==> src/rtl/resim_cozucu.sv <==
// resim_cozucu: rebuilds 3-bit raw pixels from 5-bit filtered image words.
// Words arrive over valid/ready, are classified (pixel, repeat, end-of-frame,
// illegal), and reconstructed pixels leave through a 2-entry output buffer
// tagged with an end-of-frame flag. Protocol violations raise a sticky error.
//
// Optional feature macro: RESIM_COZUCU_TEKRAR_EN
//   defined   : word 10000 repeats the last pixel (last-pixel register present)
//   undefined : word 10000 is illegal (dropped, raises the error flag)
module resim_cozucu #(
  parameter int CERCEVE_PIKSEL = 16
) (
  input  logic                              clk,
  input  logic                              rst_n,
  input  logic [4:0]                        filtrelenmis_resim,
  input  logic                              giris_gecerli,
  output logic                              giris_hazir,
  output logic [2:0]                        saf_resim,
  output logic                              cerceve_son,
  output logic                              cikis_gecerli,
  input  logic                              cikis_hazir,
  output logic                              hata,
  input  logic                              hata_temizle,
  output logic [$clog2(CERCEVE_PIKSEL)-1:0] piksel_sayisi
);

  localparam int SW = $clog2(CERCEVE_PIKSEL);
  // Frame length in a width one bit wider than the counter so a
  // power-of-two length can be compared without overflow.
  localparam logic [SW:0]   SON_SAYI   = (SW+1)'(CERCEVE_PIKSEL);
  localparam logic [SW-1:0] SAYAC_SIFIR = SW'(32'd0);
  localparam logic [SW-1:0] SAYAC_BIR   = SW'(32'd1);

  typedef enum logic [0:0] {
    VERI_AL   = 1'b0,
    SON_BEKLE = 1'b1
  } durum_t;

  durum_t        durum_r;
  logic [SW-1:0] sayac_r;
  logic          hata_r;

  // Output buffer: slot 0 is the head shown to the consumer.
  logic          dolu0_r;
  logic          dolu1_r;
  logic [2:0]    bas_piksel_r;
  logic          bas_son_r;
  logic [2:0]    ikinci_piksel_r;
  logic          ikinci_son_r;

  logic          kabul_s;
  logic          cikar_s;
  logic          veri_s;
  logic          tekrar_s;
  logic          son_kelime_s;
  logic          piksel_kelime_s;
  logic [2:0]    piksel_deger_s;
  logic          cerceve_tamam_s;
  logic          ekle_s;
  logic          ekle_son_s;
  logic          hata_olay_s;

  // Ready depends only on registered occupancy: room exists unless slot 1 is full.
  assign giris_hazir   = ~dolu1_r;
  assign kabul_s       = giris_gecerli & giris_hazir;
  assign cikar_s       = dolu0_r & cikis_hazir;

  assign cikis_gecerli = dolu0_r;
  assign saf_resim     = bas_piksel_r;
  assign cerceve_son   = bas_son_r;
  assign hata          = hata_r;
  assign piksel_sayisi = sayac_r;

  assign veri_s       = ~filtrelenmis_resim[4] & ~filtrelenmis_resim[0];
  assign son_kelime_s = (filtrelenmis_resim == 5'b10001);

`ifdef RESIM_COZUCU_TEKRAR_EN
  logic [2:0] son_piksel_r;

  assign tekrar_s       = (filtrelenmis_resim == 5'b10000);
  assign piksel_deger_s = veri_s ? filtrelenmis_resim[3:1] : son_piksel_r;

  // Last-pixel register: follows data words, cleared after a repeat is used.
  always_ff @(posedge clk or negedge rst_n) begin
    if (!rst_n) begin
      son_piksel_r <= 3'd0;
    end else if (kabul_s && veri_s) begin
      son_piksel_r <= filtrelenmis_resim[3:1];
    end else if (kabul_s && tekrar_s) begin
      son_piksel_r <= 3'd0;
    end else begin
      son_piksel_r <= son_piksel_r;
    end
  end
`else
  assign tekrar_s       = 1'b0;
  assign piksel_deger_s = filtrelenmis_resim[3:1];
`endif

  assign piksel_kelime_s = veri_s | tekrar_s;
  assign cerceve_tamam_s = (({1'b0, sayac_r} + {SAYAC_SIFIR, 1'b1}) == SON_SAYI);

  // Decode of the accepted word: what gets pushed and whether it is an error.
  always_comb begin
    ekle_s      = 1'b0;
    ekle_son_s  = 1'b0;
    hata_olay_s = 1'b0;
    if (kabul_s) begin
      if (piksel_kelime_s) begin
        ekle_s = 1'b1;
        case (durum_r)
          VERI_AL:   ekle_son_s  = cerceve_tamam_s;
          SON_BEKLE: hata_olay_s = 1'b1;
          default:   hata_olay_s = 1'b1;
        endcase
      end else if (son_kelime_s) begin
        case (durum_r)
          VERI_AL:   hata_olay_s = (sayac_r != SAYAC_SIFIR);
          SON_BEKLE: hata_olay_s = 1'b0;
          default:   hata_olay_s = 1'b1;
        endcase
      end else begin
        hata_olay_s = 1'b1;
      end
    end else begin
      ekle_s = 1'b0;
    end
  end

  // Frame FSM and pixel counter; illegal words leave both untouched.
  always_ff @(posedge clk or negedge rst_n) begin
    if (!rst_n) begin
      durum_r <= VERI_AL;
      sayac_r <= SAYAC_SIFIR;
    end else if (kabul_s && piksel_kelime_s) begin
      case (durum_r)
        VERI_AL: begin
          if (cerceve_tamam_s) begin
            sayac_r <= SAYAC_SIFIR;
            durum_r <= SON_BEKLE;
          end else begin
            sayac_r <= sayac_r + SAYAC_BIR;
          end
        end
        SON_BEKLE: begin
          // Missing end marker: this pixel starts the next frame.
          sayac_r <= SAYAC_BIR;
          durum_r <= VERI_AL;
        end
        default: begin
          sayac_r <= SAYAC_SIFIR;
          durum_r <= VERI_AL;
        end
      endcase
    end else if (kabul_s && son_kelime_s) begin
      case (durum_r)
        VERI_AL:   sayac_r <= SAYAC_SIFIR;
        SON_BEKLE: durum_r <= VERI_AL;
        default: begin
          sayac_r <= SAYAC_SIFIR;
          durum_r <= VERI_AL;
        end
      endcase
    end
  end

  // Sticky error: a new error in the clear cycle wins over the clear.
  always_ff @(posedge clk or negedge rst_n) begin
    if (!rst_n) begin
      hata_r <= 1'b0;
    end else if (hata_olay_s) begin
      hata_r <= 1'b1;
    end else if (hata_temizle) begin
      hata_r <= 1'b0;
    end
  end

  // Two-slot shifting output buffer; push never happens when both slots are full.
  always_ff @(posedge clk or negedge rst_n) begin
    if (!rst_n) begin
      dolu0_r         <= 1'b0;
      dolu1_r         <= 1'b0;
      bas_piksel_r    <= 3'd0;
      bas_son_r       <= 1'b0;
      ikinci_piksel_r <= 3'd0;
      ikinci_son_r    <= 1'b0;
    end else begin
      case ({ekle_s, cikar_s})
        2'b10: begin
          if (!dolu0_r) begin
            bas_piksel_r <= piksel_deger_s;
            bas_son_r    <= ekle_son_s;
            dolu0_r      <= 1'b1;
          end else begin
            ikinci_piksel_r <= piksel_deger_s;
            ikinci_son_r    <= ekle_son_s;
            dolu1_r         <= 1'b1;
          end
        end
        2'b01: begin
          if (dolu1_r) begin
            bas_piksel_r <= ikinci_piksel_r;
            bas_son_r    <= ikinci_son_r;
          end
          dolu0_r <= dolu1_r;
          dolu1_r <= 1'b0;
        end
        2'b11: begin
          if (dolu1_r) begin
            bas_piksel_r    <= ikinci_piksel_r;
            bas_son_r       <= ikinci_son_r;
            ikinci_piksel_r <= piksel_deger_s;
            ikinci_son_r    <= ekle_son_s;
          end else begin
            bas_piksel_r <= piksel_deger_s;
            bas_son_r    <= ekle_son_s;
          end
        end
        default: begin
          dolu0_r <= dolu0_r;
          dolu1_r <= dolu1_r;
        end
      endcase
    end
  end

endmodule
==> config.mk <==
export PLATFORM = sky130hd
export DESIGN_NAME = resim_cozucu
export DESIGN_NICKNAME = d
export VERILOG_FILES = /design/src/rtl/resim_cozucu.sv
export SDC_FILE = /design/constraint.sdc
export NUM_CORES = 1
export LEC_CHECK = 0
export CORE_MARGIN = 4
export CORE_UTILIZATION = 48
export DETAILED_ROUTE_END_ITERATION = 10
export PLACE_DENSITY = 0.78
export SETUP_SLACK_MARGIN = 0.4
export SKIP_CTS_REPAIR_TIMING = 1
export SLEW_MARGIN = 20
export SYNTH_ARGS = -nofsm -noshare
export SYNTH_HDL_FRONTEND = slang
export SYNTH_SLANG_ARGS = --single-unit
==> constraint.sdc <==
create_clock -name clk -period 2.6 [get_ports clk]
set_input_delay 0.65 -clock clk [delete_from_list [all_inputs] [get_ports clk]]
set_output_delay 0.65 -clock clk [all_outputs]
set_load 0.01 [all_outputs]
Word level (Yosys, flattened, before mapping)
Index checks and enable logic that the tools add are counted.
- add/subtract/negate cells: 2
- eq/ne operators: 10
- muxes and demuxes: 38
- bitwise logic cells: 7
- reduce and logical (&&, ||, !) cells: 12
- operators by type and width (operator ; number):
    two-way mux 1 bit ; 20
    two-way mux 4 bit ; 4
    two-way mux 3 bit ; 5
    == test 5 bit (second input constant) ; 2
    one-hot mux 1 bit (2 select lines) ; 5
    one-hot mux 3 bit (3 select lines) ; 1
    != test 2 bit (second input constant) ; 4
    one-hot mux 4 bit (2 select lines) ; 1
    nonzero test 2 bit ; 4
    one-hot mux 3 bit (2 select lines) ; 1
    AND reduction 3 bit ; 2
    adder 4 x 1 -> 5 bit (second input constant) ; 1
    adder 4 x 1 -> 4 bit (second input constant) ; 1
    == test 2 bit (second input constant) ; 2
    inverter 1 bit ; 4
    AND reduction 2 bit ; 2
    nonzero test 4 bit ; 1
    bitwise AND 1 bit ; 3
    one-hot mux 1 bit (3 select lines) ; 1
    nonzero test 3 bit ; 1
    == test 2 x 1 -> 1 bit (second input constant) ; 1
    logical AND 1 bit ; 2
    != test 2 x 1 -> 1 bit (second input constant) ; 1
- flip-flop bits (word level): 16
- input port bits: 10
- output and inout port bits: 11
- word-level logic and storage cells: 78

Logic depth before layout (Yosys ltp)
Gate-level depths: netlist of run 1.
- depth after elaboration: 7
- mapped depth: 9
- mapped depth without buffers: 8

Worst setup path before layout of run 1
OpenSTA, ideal clock, no wires.
- path type: in2reg
- from: in filtrelenmis_resim[0]
- to: reg bas_son_r (netlist: cerceve_son)
- library setup time: 0.127 ns
- arrival: 2.000 ns
- data required time: 2.473 ns
- slack: 0.474 ns
- stages: 8
- path buffers: 1
- cells stage by stage: nor2_1 nand2_1 ha_1 nor2b_1 or3b_1 buf_2 a221oi_2 a21oi_2
- word-level cells in the longest chain between the ends: 7
- elaborated cells on any way between the ends: 16
- classes of those cells: eq/ne: 5; mux: 7; bitwise: 2; reduce/logical: 2
- ends and longest elaborated chain (what ; line ; RTL):
    start, declared ; 14 ; input logic [4:0] filtrelenmis_resim,
    inverter 1 bit * ; 73 ; assign veri_s = ~filtrelenmis_resim[4] & ~filtrelenmis_resim[0];
    bitwise AND 1 bit * ; 73 ;
    two-way mux 1 bit ; 108 ; if (piksel_kelime_s) begin
    two-way mux 1 bit ; 107 ; if (kabul_s) begin
    == test 2 x 1 -> 1 bit / == test 2 bit (equally long branches) ; 187 ; case ({ekle_s, cikar_s})
    != test 2 bit (no line) / nonzero test 3 bit (equally long branches) ; - ;
    AND reduction 3 bit (no line) ; - ;
    end signal, assigned ; 191 ; bas_son_r <= ekle_son_s;
    end signal, assigned ; 202 ; bas_son_r <= ikinci_son_r;
    end signal, assigned ; 210 ; bas_son_r <= ikinci_son_r;
    end, declared ; 46 ; logic bas_son_r;
Every way passes the cells marked *; elsewhere a longest branch is shown, timed or not. The select of a mux whose other input is x is not followed.
A chain may end at the register's enable or synchronous reset.

Final worst setup path of run 1
- from: in cikis_hazir
- to: reg ikinci_piksel_r[1]
- word-level cells in the longest chain between the ends: 4
- elaborated cells on any way between the ends: 8
- classes of those cells: eq/ne: 4; mux: 1; bitwise: 1; reduce/logical: 2
- ends and longest elaborated chain (what ; line ; RTL):
    start, declared ; 20 ; input logic cikis_hazir,
    bitwise AND 1 bit * ; 65 ; assign cikar_s = dolu0_r & cikis_hazir;
    == test 2 bit ; 187 ;
    != test 2 bit (no line) / nonzero test 2 bit (equally long branches) ; - ;
    AND reduction 3 bit (no line) ; - ;
    end signal, assigned ; 194 ; ikinci_piksel_r <= piksel_deger_s;
    end signal, assigned ; 211 ; ikinci_piksel_r <= piksel_deger_s;
    end, declared ; 47 ; logic [2:0] ikinci_piksel_r;
Every way passes the cells marked *; elsewhere a longest branch is shown, timed or not.

==> impl_metrics.env, run 1 <==
export IMPL_die_height_um=51.7
export IMPL_worst_ir_drop_vdd_v=0.000503
export IMPL_gr_total_overflow=0
export IMPL_powerDensity_nw_per_um2=876
export IMPL_cts_made_buffers=3
export IMPL_cp_slowest_cell="clkdlybuf4s50_1"
export IMPL_clock_fmax_mhz=474
export IMPL_hold_viol=0
export IMPL_drv_cap=0
export IMPL_antenna_cells=0
export IMPL_postSynthAreaPerCell_sq_um=10.3
export IMPL_crit_end="ikinci_piksel_r[1]"
export IMPL_path_cells="clkdlybuf4s50_1 -> nand2_2 -> inv_1 -> ha_2 -> nor2b_2 -> nor3_4 -> mux2_2"
export IMPL_finalWeightedCongestion=0.787
export IMPL_finalMaxSlewViolations=0
export IMPL_dpl_cell_area_sq_um=1180
export IMPL_dpl_hpwl_um=1500
export IMPL_ys_async_sr_fraction_pct=100
export IMPL_reg2reg_slack_ns=0.69
export IMPL_fin_worst_skew_ns=0.00953
export IMPL_wl_um=2170
export IMPL_p_leak_nw=0.611
export IMPL_post_synth_top_area_cell="dfrtp_1"
export IMPL_r2r_cells=7
export IMPL_wl_per_cell_um=15.4
export IMPL_grt_pass1_wl_um=3110
export IMPL_syn_nets=106
export IMPL_slowest_delay_ns=0.41
export IMPL_crit_path_start="cikis_hazir"
export IMPL_ant_nets=0
export IMPL_clock_sinks=16
export IMPL_core_sq_um=1760
export IMPL_vias=763
export IMPL_yosys_cell_count_top_type="dfrtp_1"
export IMPL_vias_per_cell=5.41
export IMPL_fin_tns_setup_ns=0
export IMPL_cp_end_kind="register"
export IMPL_first_pass_iters=4
export IMPL_yosys_top_cells_area="dfrtp_1 44%, ha_1 9.6%, nor2b_1 4.1%"
export IMPL_worst_endpoint_required_ns=2.78
export IMPL_clkLatencyLatePin_ns=0.29
export IMPL_synth_seq_area_share_pct=43.7
export IMPL_crit_type="input port to register"
export IMPL_clock_root_buffer="clkbuf_4"
export IMPL_outcome="complete, no violations"
export IMPL_setup_violations=0
export IMPL_finalNetCount=135
export IMPL_synthMuxAreaShare_pct=4.92
export IMPL_slew_limit_headroom_pct=52.2
export IMPL_cp_start_kind="input port"
export IMPL_grt_pass1_vias=700
export IMPL_r2r_end="ikinci_piksel_r[1]"
export IMPL_clkTransAtPathRegs_ns=0.10
export IMPL_ys_seq_elements=16
export IMPL_cp_data_arrival_time_ns=2.29
export IMPL_netlist_instances=89
export IMPL_synth_ff_type="dfrtp_1"
export IMPL_crit_family="simple AND/OR/NAND/NOR gates"
export IMPL_io_buffer_count=20
export IMPL_synth_top_area_share_pct=43.7
export IMPL_final_core_util_pct=71.2
export IMPL_post_route_min_period_ns=2.11
export IMPL_synth_top_cells_by_count="16 x dfrtp_1, 9 x nor2_1, 7 x ha_1, 7 x inv_1"
export IMPL_rsz0062_at_grt="false"
export IMPL_track_usage_pct=15.8
export IMPL_tightest_slew_ns=0.715
export IMPL_yosys_cell_types_count=30
export IMPL_antenna_found_initial=0
export IMPL_setup_ws_ns=0.489
export IMPL_clockBufferDepth=2
export IMPL_worstHoldStart="saf_resim[1]"
export IMPL_synth_warnings=0
export IMPL_dr_first_iter_drc_count=25
export IMPL_synth_top_family_by_area="simple AND/OR/NAND/NOR gates"
export IMPL_synth_simple_area_share_pct=20.1
export IMPL_ios=21
export IMPL_synth_enable_flop_cells=0
export IMPL_cts_tree="built"
export IMPL_cp_buffers_inverters=2
export IMPL_grt_max_degree=17
export IMPL_cp_max_fo=5
export IMPL_cp_depth=7
export IMPL_die_area_sq_um=2670
export IMPL_period_share_pct=81.2
export IMPL_r2r_start="dolu1_r"
export IMPL_start_util_pct=51.9
export IMPL_min_path_type="register to register"
export IMPL_synth_compound_area_share_pct=16.4
export IMPL_synth_xor_area_share_pct=1.91
export IMPL_pre_cts_slack_ns=-0.142
export IMPL_layout_drive_gt1_share_pct=24.1
export IMPL_syn_cell_area_sq_um=916
export IMPL_fp_dieW_um=51.7
export IMPL_cts_htree_levels=1
export IMPL_rows=15
export IMPL_synth_adder_area_share_pct=9.56
export IMPL_fin_area_sq_um=1260
export IMPL_drcViolationCount=0
export IMPL_area_growth_pct=37.2
## flip-flops by register name, indices dropped and copies added (netlist names)
| name | cells |
|---|---|
| ikinci_piksel_r | 3 |
| piksel_sayisi | 4 |
| cerceve_son | 1 |
| ikinci_son_r | 1 |
| saf_resim | 3 |
| durum_r | 1 |
| dolu1_r | 1 |
| cikis_gecerli | 1 |
| hata | 1 |
## through the flow
stage                     total power, W  cells  hold WS (ns)
after floorplan                 0.000695     89         0.354
after global placement          0.000929    138         0.463
after detailed placement        0.000943    138         0.491
after CTS                        0.00107    141         0.511
after global routing             0.00117    141         0.520
final                            0.00110    141         0.504
## cell usage in the layout, fill, tap and decap left out, types with 4 or more instances in the layout
| master | instances |
|---|---|
| clkdlybuf4s50_1 | 17 |
| dfrtp_1 | 16 |
| nor2_1 | 7 |
| inv_1 | 6 |
| a21oi_1 | 5 |
| buf_4 | 5 |
| nor2b_1 | 4 |
| nand2_1 | 4 |
| ha_1 | 4 |
## where the power goes
group | total, W | internal, W | switching (W)
registers | 0.000444 | 0.000346 | 0.0000985
logic | 0.000525 | 0.000296 | 0.000229
clock network | 0.000131 | 0.0000537 | 0.0000776
total | 0.00110 | 0.000695 | 0.000405
## routing by layer
metal | global-route usage (%) | routed length (um) | vias to the layer above
met1 | 21.9 | 1030 | 375
met3 | 2.58 | 75 | 4
met5 | 0 | 0 | -
met4 | 5.24 | 20 | 0
li1 | - | - | 365
met2 | 24.8 | 1040 | 19
## cell type report
type                            count  area, sq um
Clock buffer                        3         22.5
Fill cell                         145          508
Inverter                            7         26.3
Multi-Input combinational cell     65          531
Sequential cell                    16          400
Tap cell                           25         31.3
Timing Repair Buffer               25          245
## tightest hold or removal path: stages, from the launching register on
cell and delay [ns]:
dfrtp_1 0.36, nand2_1 0.05, o21ai_0 0.06
## cells by family after synthesis
group | after synthesis
AOI/OAI and AO/OA | 21
xor gates and xnor gates | 2
DFF | 16
and+or+nand+nor | 31
adders and majority gates | 7
buffers and inverters | 8
muxes | 4
## worst min path at each step
| stage | endpoint | slack [ns] | cells past startpoint |
|---|---|---|---|
| 5_1_grt | saf_resim[1] | 0.52 | 2 |
| 4_1_cts | saf_resim[1] | 0.51 | 2 |
| 3_3_place_gp | saf_resim[2] | 0.46 | 2 |
| 2_1_floorplan | cerceve_son | 0.35 | 0 |
| 6_report | saf_resim[1] | 0.50 | 2 |
| 3_5_place_dp | saf_resim[1] | 0.49 | 2 |
Power figures use the tool's default switching activity.
==> run 2: changes to the inputs <==
==> constraint.sdc (replaced) <==
create_clock -name clk -period 2.1 [get_ports clk]
set_input_delay 0.525 -clock clk [delete_from_list [all_inputs] [get_ports clk]]
set_output_delay 0.525 -clock clk [all_outputs]
set_load 0.01 [all_outputs]
==> run 2 against run 1 <==
  * Utilization increased by 13 points
  * Sequential share of layout area decreased by 4.6 points
  * Critical path depth unchanged
  * Global-route usage increased by 3.8 points
  * Die area unchanged
  * Register-to-register slack got worse by 0.31 ns
  * Count of clock-buffer cells in the layout increased by 1
  * Critical endpoint is now cerceve_son
  * Largest cell class unchanged
==> impl_metrics.env, run 2 (synthesis results as in run 1) <==
export IMPL_wl_um=2480
export IMPL_vias_per_cell=5.32
export IMPL_worst_ir_drop_vdd_v=0.000715
export IMPL_num_fill_cells=102
export IMPL_die_height_um=51.7
export IMPL_final_common_cell="buf_4"
export IMPL_cts_made_buffers=3
export IMPL_cp_depth=7
export IMPL_finalMaxSlewViolations=0
export IMPL_crit_family="simple AND/OR/NAND/NOR gates"
export IMPL_largest_reg_flops=4
export IMPL_cts_tree="built"
export IMPL_powerDensity_nw_per_um2=1060
export IMPL_grt_pass1_wl_um=3700
export IMPL_area_growth_pct=62.6
export IMPL_layout_drive_gt1_share_pct=42.7
export IMPL_finalNetCount=149
export IMPL_tightest_slew_ns=0.333
export IMPL_drcViolationCount=0
export IMPL_p_leak_nw=0.823
export IMPL_core_sq_um=1760
export IMPL_setup_ws_ns=0.376
export IMPL_slew_limit_headroom_pct=77.7
export IMPL_hold_depth=1
export IMPL_crit_type="register to register"
export IMPL_cp_slowest_cell="dfrtp_1"
export IMPL_seqCellArea_sq_um=405
export IMPL_dr_wl_met3_um=123
export IMPL_cp_buffers_inverters=0
export IMPL_worst_endpoint_required_ns=2.28
export IMPL_outcome="complete, no violations"
export IMPL_vias=830
export IMPL_cp_data_arrival_time_ns=1.90
export IMPL_clockBufferDepth=2
export IMPL_cp_max_fo=4
export IMPL_grt_max_degree=17
export IMPL_r2r_cells=7
export IMPL_multi_input_area_sq_um=608
export IMPL_start_util_pct=51.9
export IMPL_rows=15
export IMPL_fin_hold_ws_ns=0.521
export IMPL_antenna_cells=0
export IMPL_ant_nets=0
export IMPL_die_area_sq_um=2670
export IMPL_antenna_found_initial=0
export IMPL_gr_total_overflow=0
export IMPL_power_w=0.00158
export IMPL_cp_start_kind="register"
export IMPL_wl_met1_um=1040
export IMPL_post_route_min_period_ns=1.72
export IMPL_hold_viol=0
export IMPL_cp_end_kind="register"
export IMPL_drv_cap=0
export IMPL_min_path_type="register to register"
export IMPL_topRoutingLayerUsed="met4"
export IMPL_cts_htree_levels=1
export IMPL_fin_worst_skew_ns=0.00197
export IMPL_dpl_hpwl_um=1710
export IMPL_clkTransAtPathRegs_ns=0.09
export IMPL_clock_sinks=16
export IMPL_ios=21
export IMPL_dr_first_iter_drc_count=21
export IMPL_path_cells="nor2b_4 -> nand2_4 -> ha_4 -> nor2b_4 -> or3b_4 -> a221oi_2 -> a21oi_2"
export IMPL_fin_tns_setup_ns=0
export IMPL_finalWeightedCongestion=0.838
export IMPL_period_share_pct=82.1
export IMPL_track_usage_pct=19.6
export IMPL_reg2reg_slack_ns=0.38
export IMPL_io_buffer_count=20
export IMPL_clock_fmax_mhz=580
export IMPL_pre_cts_slack_ns=-0.279
export IMPL_clock_root_buffer="clkbuf_4"
export IMPL_setup_violations=0
export IMPL_clkLatencyLatePin_ns=0.29
export IMPL_fp_dieW_um=51.7
export IMPL_rsz0062_at_grt="true"
export IMPL_wl_met2_um=1300
export IMPL_grt_pass1_vias=781
export IMPL_layout_common_cells="16 x buf_4, 13 x dlymetal6s2s_1, 12 x dfrtp_1, 7 x nor2_1"
export IMPL_wl_per_cell_um=15.9
export IMPL_first_pass_iters=6
export IMPL_cp_common_cell="nor2b_4"
export IMPL_slowest_delay_ns=0.42
-- run 2: metal layers --
metal  track usage (%)  up-vias
li1                  -      394
met1              25.2      412
met2              31.4       22
met3              5.44        2
met4              6.99        0
met5                 0        -
-- run 2: area by class of cell --
cell class / count / share of cell area, %
flip-flops and latches: 16 / 27.2
clock buffers: 4 / 2.44
repair buffers: 39 / 25.3
well taps: 25 / 2.10
inverters: 7 / 2.10
multi-input cells: 65 / 40.8
-- run 2: path summary, 6_finish.rpt --
kind | from | to
hold / removal | ikinci_piksel_r[1] | ikinci_piksel_r[1]
min in group asynchronous | rst_n | piksel_sayisi[1]
hold reg to reg | ikinci_piksel_r[1] | ikinci_piksel_r[1]
max in group asynchronous | rst_n | cikis_gecerli
setup reg to reg | dolu1_r | cerceve_son
setup / recovery | dolu1_r | cerceve_son
-- run 2: through the flow --
step | util, % | instances | instance area [sq um]
after floorplan | - | 89 | 1020
after global placement | 75.7 | 146 | 1340
after detailed placement | 75.7 | 146 | 1340
after CTS | 77.8 | 150 | 1370
after global routing | 84.4 | 156 | 1490
final | 84.4 | 156 | 1490
-- run 2: power by group --
part	switching (W)	internal, W
clock network	0.000100	0.000106
logic	0.000387	0.000455
registers	0.0000990	0.000436
total	0.000586	0.000997
==> run 3: changes to the inputs <==
==> constraint.sdc (replaced) <==
create_clock -name clk -period 1.7 [get_ports clk]
set_input_delay 0.425 -clock clk [delete_from_list [all_inputs] [get_ports clk]]
set_output_delay 0.425 -clock clk [all_outputs]
set_load 0.01 [all_outputs]
==> run 3 against run 2 <==
  * The flow now finishes with violations (setup timing)
  * Critical path depth is 1 higher
  * Flip-flop and latch count is the same
  * Via count grew 6.4%
  * Clock skew is 0.0099 ns higher
  * Routed wire length grew 11%
  * Final cell count grew 3.8%
  * Global-route usage is 0.40 points higher
  * Non-clock buffer count grew 6
  * Highest routed layer unchanged
==> impl_metrics.env, run 3 (synthesis results as in run 1) <==
export IMPL_clockBufferDepth=2
export IMPL_antenna_cells=0
export IMPL_vias_per_cell=5.45
export IMPL_fp_dieW_um=51.7
export IMPL_multi_input_area_sq_um=637
export IMPL_wl_per_cell_um=17.0
export IMPL_p_leak_nw=0.813
export IMPL_core_sq_um=1760
export IMPL_fin_area_sq_um=1530
export IMPL_violations="setup timing"
export IMPL_grt_pass1_wl_um=3860
export IMPL_fin_hold_ws_ns=0.413
export IMPL_clock_sinks=16
export IMPL_dpl_hpwl_um=1650
export IMPL_finalNetCount=155
export IMPL_layout_drive_gt1_share_pct=56.2
export IMPL_ant_nets=0
export IMPL_powerDensity_nw_per_um2=1330
export IMPL_gr_total_overflow=0
export IMPL_wl_um=2750
export IMPL_period_share_pct=104
export IMPL_crit_type="register to register"
export IMPL_crit_path_start="dolu1_r"
export IMPL_vias=883
export IMPL_clock_fmax_mhz=563
export IMPL_rows=15
export IMPL_layout_common_cells="21 x buf_4, 12 x dfrtp_1, 9 x dlymetal6s2s_1"
export IMPL_cp_start_kind="register"
export IMPL_die_height_um=51.7
export IMPL_num_fill_cells=101
export IMPL_dr_first_iter_drc_count=22
export IMPL_first_pass_iters=4
export IMPL_final_common_cell="buf_4"
export IMPL_drv_cap=0
export IMPL_die_area_sq_um=2670
export IMPL_setup_violations=8
export IMPL_power_w=0.00204
export IMPL_start_util_pct=51.9
export IMPL_io_buffer_count=20
export IMPL_cts_htree_levels=1
export IMPL_worst_ir_drop_vdd_v=0.00117
export IMPL_clock_root_buffer="clkbuf_4"
export IMPL_clkTransAtPathRegs_ns=0.11
export IMPL_r2r_cells=8
export IMPL_min_path_type="input port to asynchronous set/reset pin"
export IMPL_grt_max_degree=17
export IMPL_cp_data_arrival_time_ns=1.98
export IMPL_cp_end_kind="register"
export IMPL_outcome="finished, violations left"
export IMPL_fin_worst_skew_ns=0.0118
export IMPL_drcViolationCount=0
export IMPL_antenna_found_initial=0
export IMPL_finalWeightedCongestion=0.823
export IMPL_post_route_min_period_ns=1.78
export IMPL_cp_max_fo=4
export IMPL_rsz0062_at_grt="true"
export IMPL_r2r_start="dolu1_r"
export IMPL_worst_endpoint_required_ns=1.91
export IMPL_grt_pass1_vias=809
export IMPL_track_usage_pct=20.0
export IMPL_setup_ws_ns=-0.0752
export IMPL_hold_viol=0
export IMPL_final_core_util_pct=86.8
export IMPL_seqCellArea_sq_um=405
export IMPL_finalMaxSlewViolations=0
export IMPL_area_growth_pct=67.2
export IMPL_clkLatencyLatePin_ns=0.31
export IMPL_dpl_cell_area_sq_um=1320
export IMPL_largest_reg_flops=4
export IMPL_cts_tree="built"
export IMPL_slew_limit_headroom_pct=73.6
export IMPL_cts_made_buffers=3
export IMPL_tightest_slew_ns=0.394
export IMPL_ios=21
==> run 3: cell types whose count changed in the layout (fill, tap and decap cells not counted), moves of 2 or more <==
| cell | previous run | this run |
|---|---|---|
| buf_6 | 3 | 6 |
| a21oi_1 | 5 | 3 |
| inv_2 | 0 | 2 |
| clkbuf_2 | 2 | 6 |
| buf_4 | 16 | 21 |
| dlymetal6s2s_1 | 13 | 9 |
| clkdlybuf4s50_1 | 5 | 2 |
==> run 3: routing by layer <==
layer  vias to the layer above  part of all wire (%)  track usage (%)
met1                       428                    41             25.6
met5                         -                     0                0
met3                        11                   5.8             5.16
met4                         0                   3.6             11.8
li1                        409                     -                -
met2                        35                    50             30.1
==> run 3: per-stage QoR <==
stage               instances  setup TNS [ns]  setup WS, ns
floorplan                  89          -0.343       -0.0822
global placement          148           -5.32        -0.596
detailed placement        148           -5.70        -0.626
CTS                       152           -3.03        -0.352
global route              162          -0.827        -0.141
finish                    162          -0.396       -0.0752
==> run 3: final cells by class <==
cell class	instances	area share, %
clock buffer	4	2.37
inverter	7	1.88
multi-input combinational	65	41.6
sequential	16	26.5
tap	25	2.04
timing repair buffer	45	25.7
==> run 3: power by group <==
group / switching, W / total (W) / internal (W)
logic: 0.000522 / 0.00112 / 0.000601
registers: 0.000107 / 0.000644 / 0.000536
clock network: 0.000143 / 0.000274 / 0.000131
total: 0.000772 / 0.00204 / 0.00127
==> run 3: worst max-delay path, cell delays in order, from the launching register on <==
cell	delay, ns
dfrtp_2	0.44
nor2b_4	0.15
nand2_4	0.09
ha_4	0.16
buf_4	0.13
a21oi_1	0.19
nor2_1	0.15
a221oi_2	0.33
a21oi_2	0.04
==> run 3: worst paths after layout <==
check,endpoint,slack (ns)
setup / recovery,cerceve_son,-0.08
hold / removal,durum_r,0.41
setup reg to reg,cerceve_son,-0.08
hold reg to reg,saf_resim[1],0.51
max in group asynchronous,piksel_sayisi[0],1.07
min in group clk,ikinci_piksel_r[0],0.48
==> RTL edit, RTL diff (settings of run 2) <==
Set the parameter `CERCEVE_PIKSEL` to 32 (it was 16).
--- a/src/rtl/resim_cozucu.sv
+++ b/src/rtl/resim_cozucu.sv
@@ -7,7 +7,7 @@
 //   defined   : word 10000 repeats the last pixel (last-pixel register present)
 //   undefined : word 10000 is illegal (dropped, raises the error flag)
 module resim_cozucu #(
-  parameter int CERCEVE_PIKSEL = 16
+  parameter int CERCEVE_PIKSEL = 32
 ) (
   input  logic                              clk,
   input  logic                              rst_n,
Ports: changed (resized piksel_sayisi); port bits go from 21 to 22. No check against the original RTL was run, so the function may have changed too.
==> RTL edit against run 2 <==
  * Count of clock-buffer cells in the layout is 1 lower
  * Setup slack worse by 0.26 ns
  * Cell area is 8.6% higher
  * Sequential cell count is 1 higher
  * Final cell count up 13%
  * Synthesized area increased by 11%
  * Non-clock buffer count rose by 6
  * Routed wire length grew 21%
  * Power rose by 5.6%
  * Die area grew 9.1%
  * Critical path type unchanged
  * Critical endpoint is now ikinci_piksel_r[0]$_DFFE_PN0P_
==> RTL edit: results (changes against run 2) <==
| Metric | Value |
|---|---|
| First-pass GRT wire length | `4202 um (+14%)` |
| Hold WS | `0.5313 ns (+0.009855 ns)` |
| Final Net Count | `166 (+11%)` |
| Max VDD drop | `0.7830 mV (+9.4%)` |
| R2R Setup Slk | `0.11 ns (-0.26 ns)` |
| Fillers | `104 (+2.0%)` |
| Max reg flops | `5 (+1)` |
| Pwr dens | `1034 nW/um2 (-2.8%)` |
| Critical Path End | `ikinci_piksel_r[0]$_DFFE_PN0P_` |
| Initial DRC count | `42 (+100%)` |
| Dpl ws | `-0.3814 ns (-0.1026 ns)` |
| Routed met2 length | `1590 um (+22%)` |
| RePlAce Congestion | `0.8774 (+4.7%)` |
| Synth area leaders | `dfrtp_1 (42%), ha_1 (7.4%), a31oi_1 (3.7%)` |
| Comb group | `0.000906 W (+7.6%)` |
| FF-to-FF End | `ikinci_piksel_r[0]$_DFFE_PN0P_` |
| Wire per inst | `17.10 um (+7.7%)` |
| Via count | `1,020 (+23%)` |
| Cell variety after synth | `39 (+30%)` |
| Largest net degree at the start of global routing | `18 (+1)` |
| IO buf count | `21 (+5.0%)` |
| Tot GR Track Use | `0.1970 (+0.001264)` |
| Fin crit share | `0.9457 (+0.1249)` |
| First-pass DRT Iterations | `4 (-2)` |
| Register area share after synthesis | `0.4192 (-0.01792)` |
| Critical Path AT | `2.17 ns (+0.27 ns)` |
| Met3 Use GR | `0.03324 (-0.02120)` |
| Synth cell count leaders | `dfrtp_1 (17), inv_1 (9), o21ai_0 (7)` |
| Grt met2 use | `0.3468 (+0.03321)` |
| Worst-margin pin slew | `0.3935 ns (+0.06043 ns)` |
| Hold Crit Start | `ikinci_piksel_r[0]$_DFFE_PN0P_` |
| Outcome | `complete, no violations` |
| Clock skew | `0.001511 ns (-0.0004600 ns)` |
| Synth Net Count | `117 (+10%)` |
| Hold path endpoint | `ikinci_piksel_r[0]$_DFFE_PN0P_` |
| Internal power | `0.001035 W (+3.8%)` |
RTL edit: layout make-up:
class / instances / share of cell area
Clock buffer: 3 / 0.01393
Clock inverter: 1 / 0.003096
Inverter: 10 / 0.02632
Multi-Input combinational cell: 73 / 0.3963
Sequential cell: 17 / 0.2663
Tap cell: 27 / 0.02090
Timing Repair Buffer: 45 / 0.2732
RTL edit: cell families (layout without fill, tap and decap cells):
kind of cell    after synthesis  count (layout)  share of synthesized area
simple gates                 33              33                     0.2170
buf+inv                      11              59                    0.04562
flops                        17              17                     0.4192
compound gates               29              29                     0.1911
fa+ha+maj                     6               6                    0.07398
mux                           5               5                    0.05302
RTL edit: critical path, delay by kind of cell, from the launching register on:
family	cells	cell delay (ns)
flops	1	0.42
mux	1	0.34
fa+ha+maj	1	0.13
buf+inv	1	0.08
simple gates	4	0.90
RTL edit: metrics by stage:
step	instances	cell area, um2
after CTS	168	1450
after global routing	176	1617
final	176	1617
after floorplan	101	1064
after global placement	164	1423
after detailed placement	164	1423
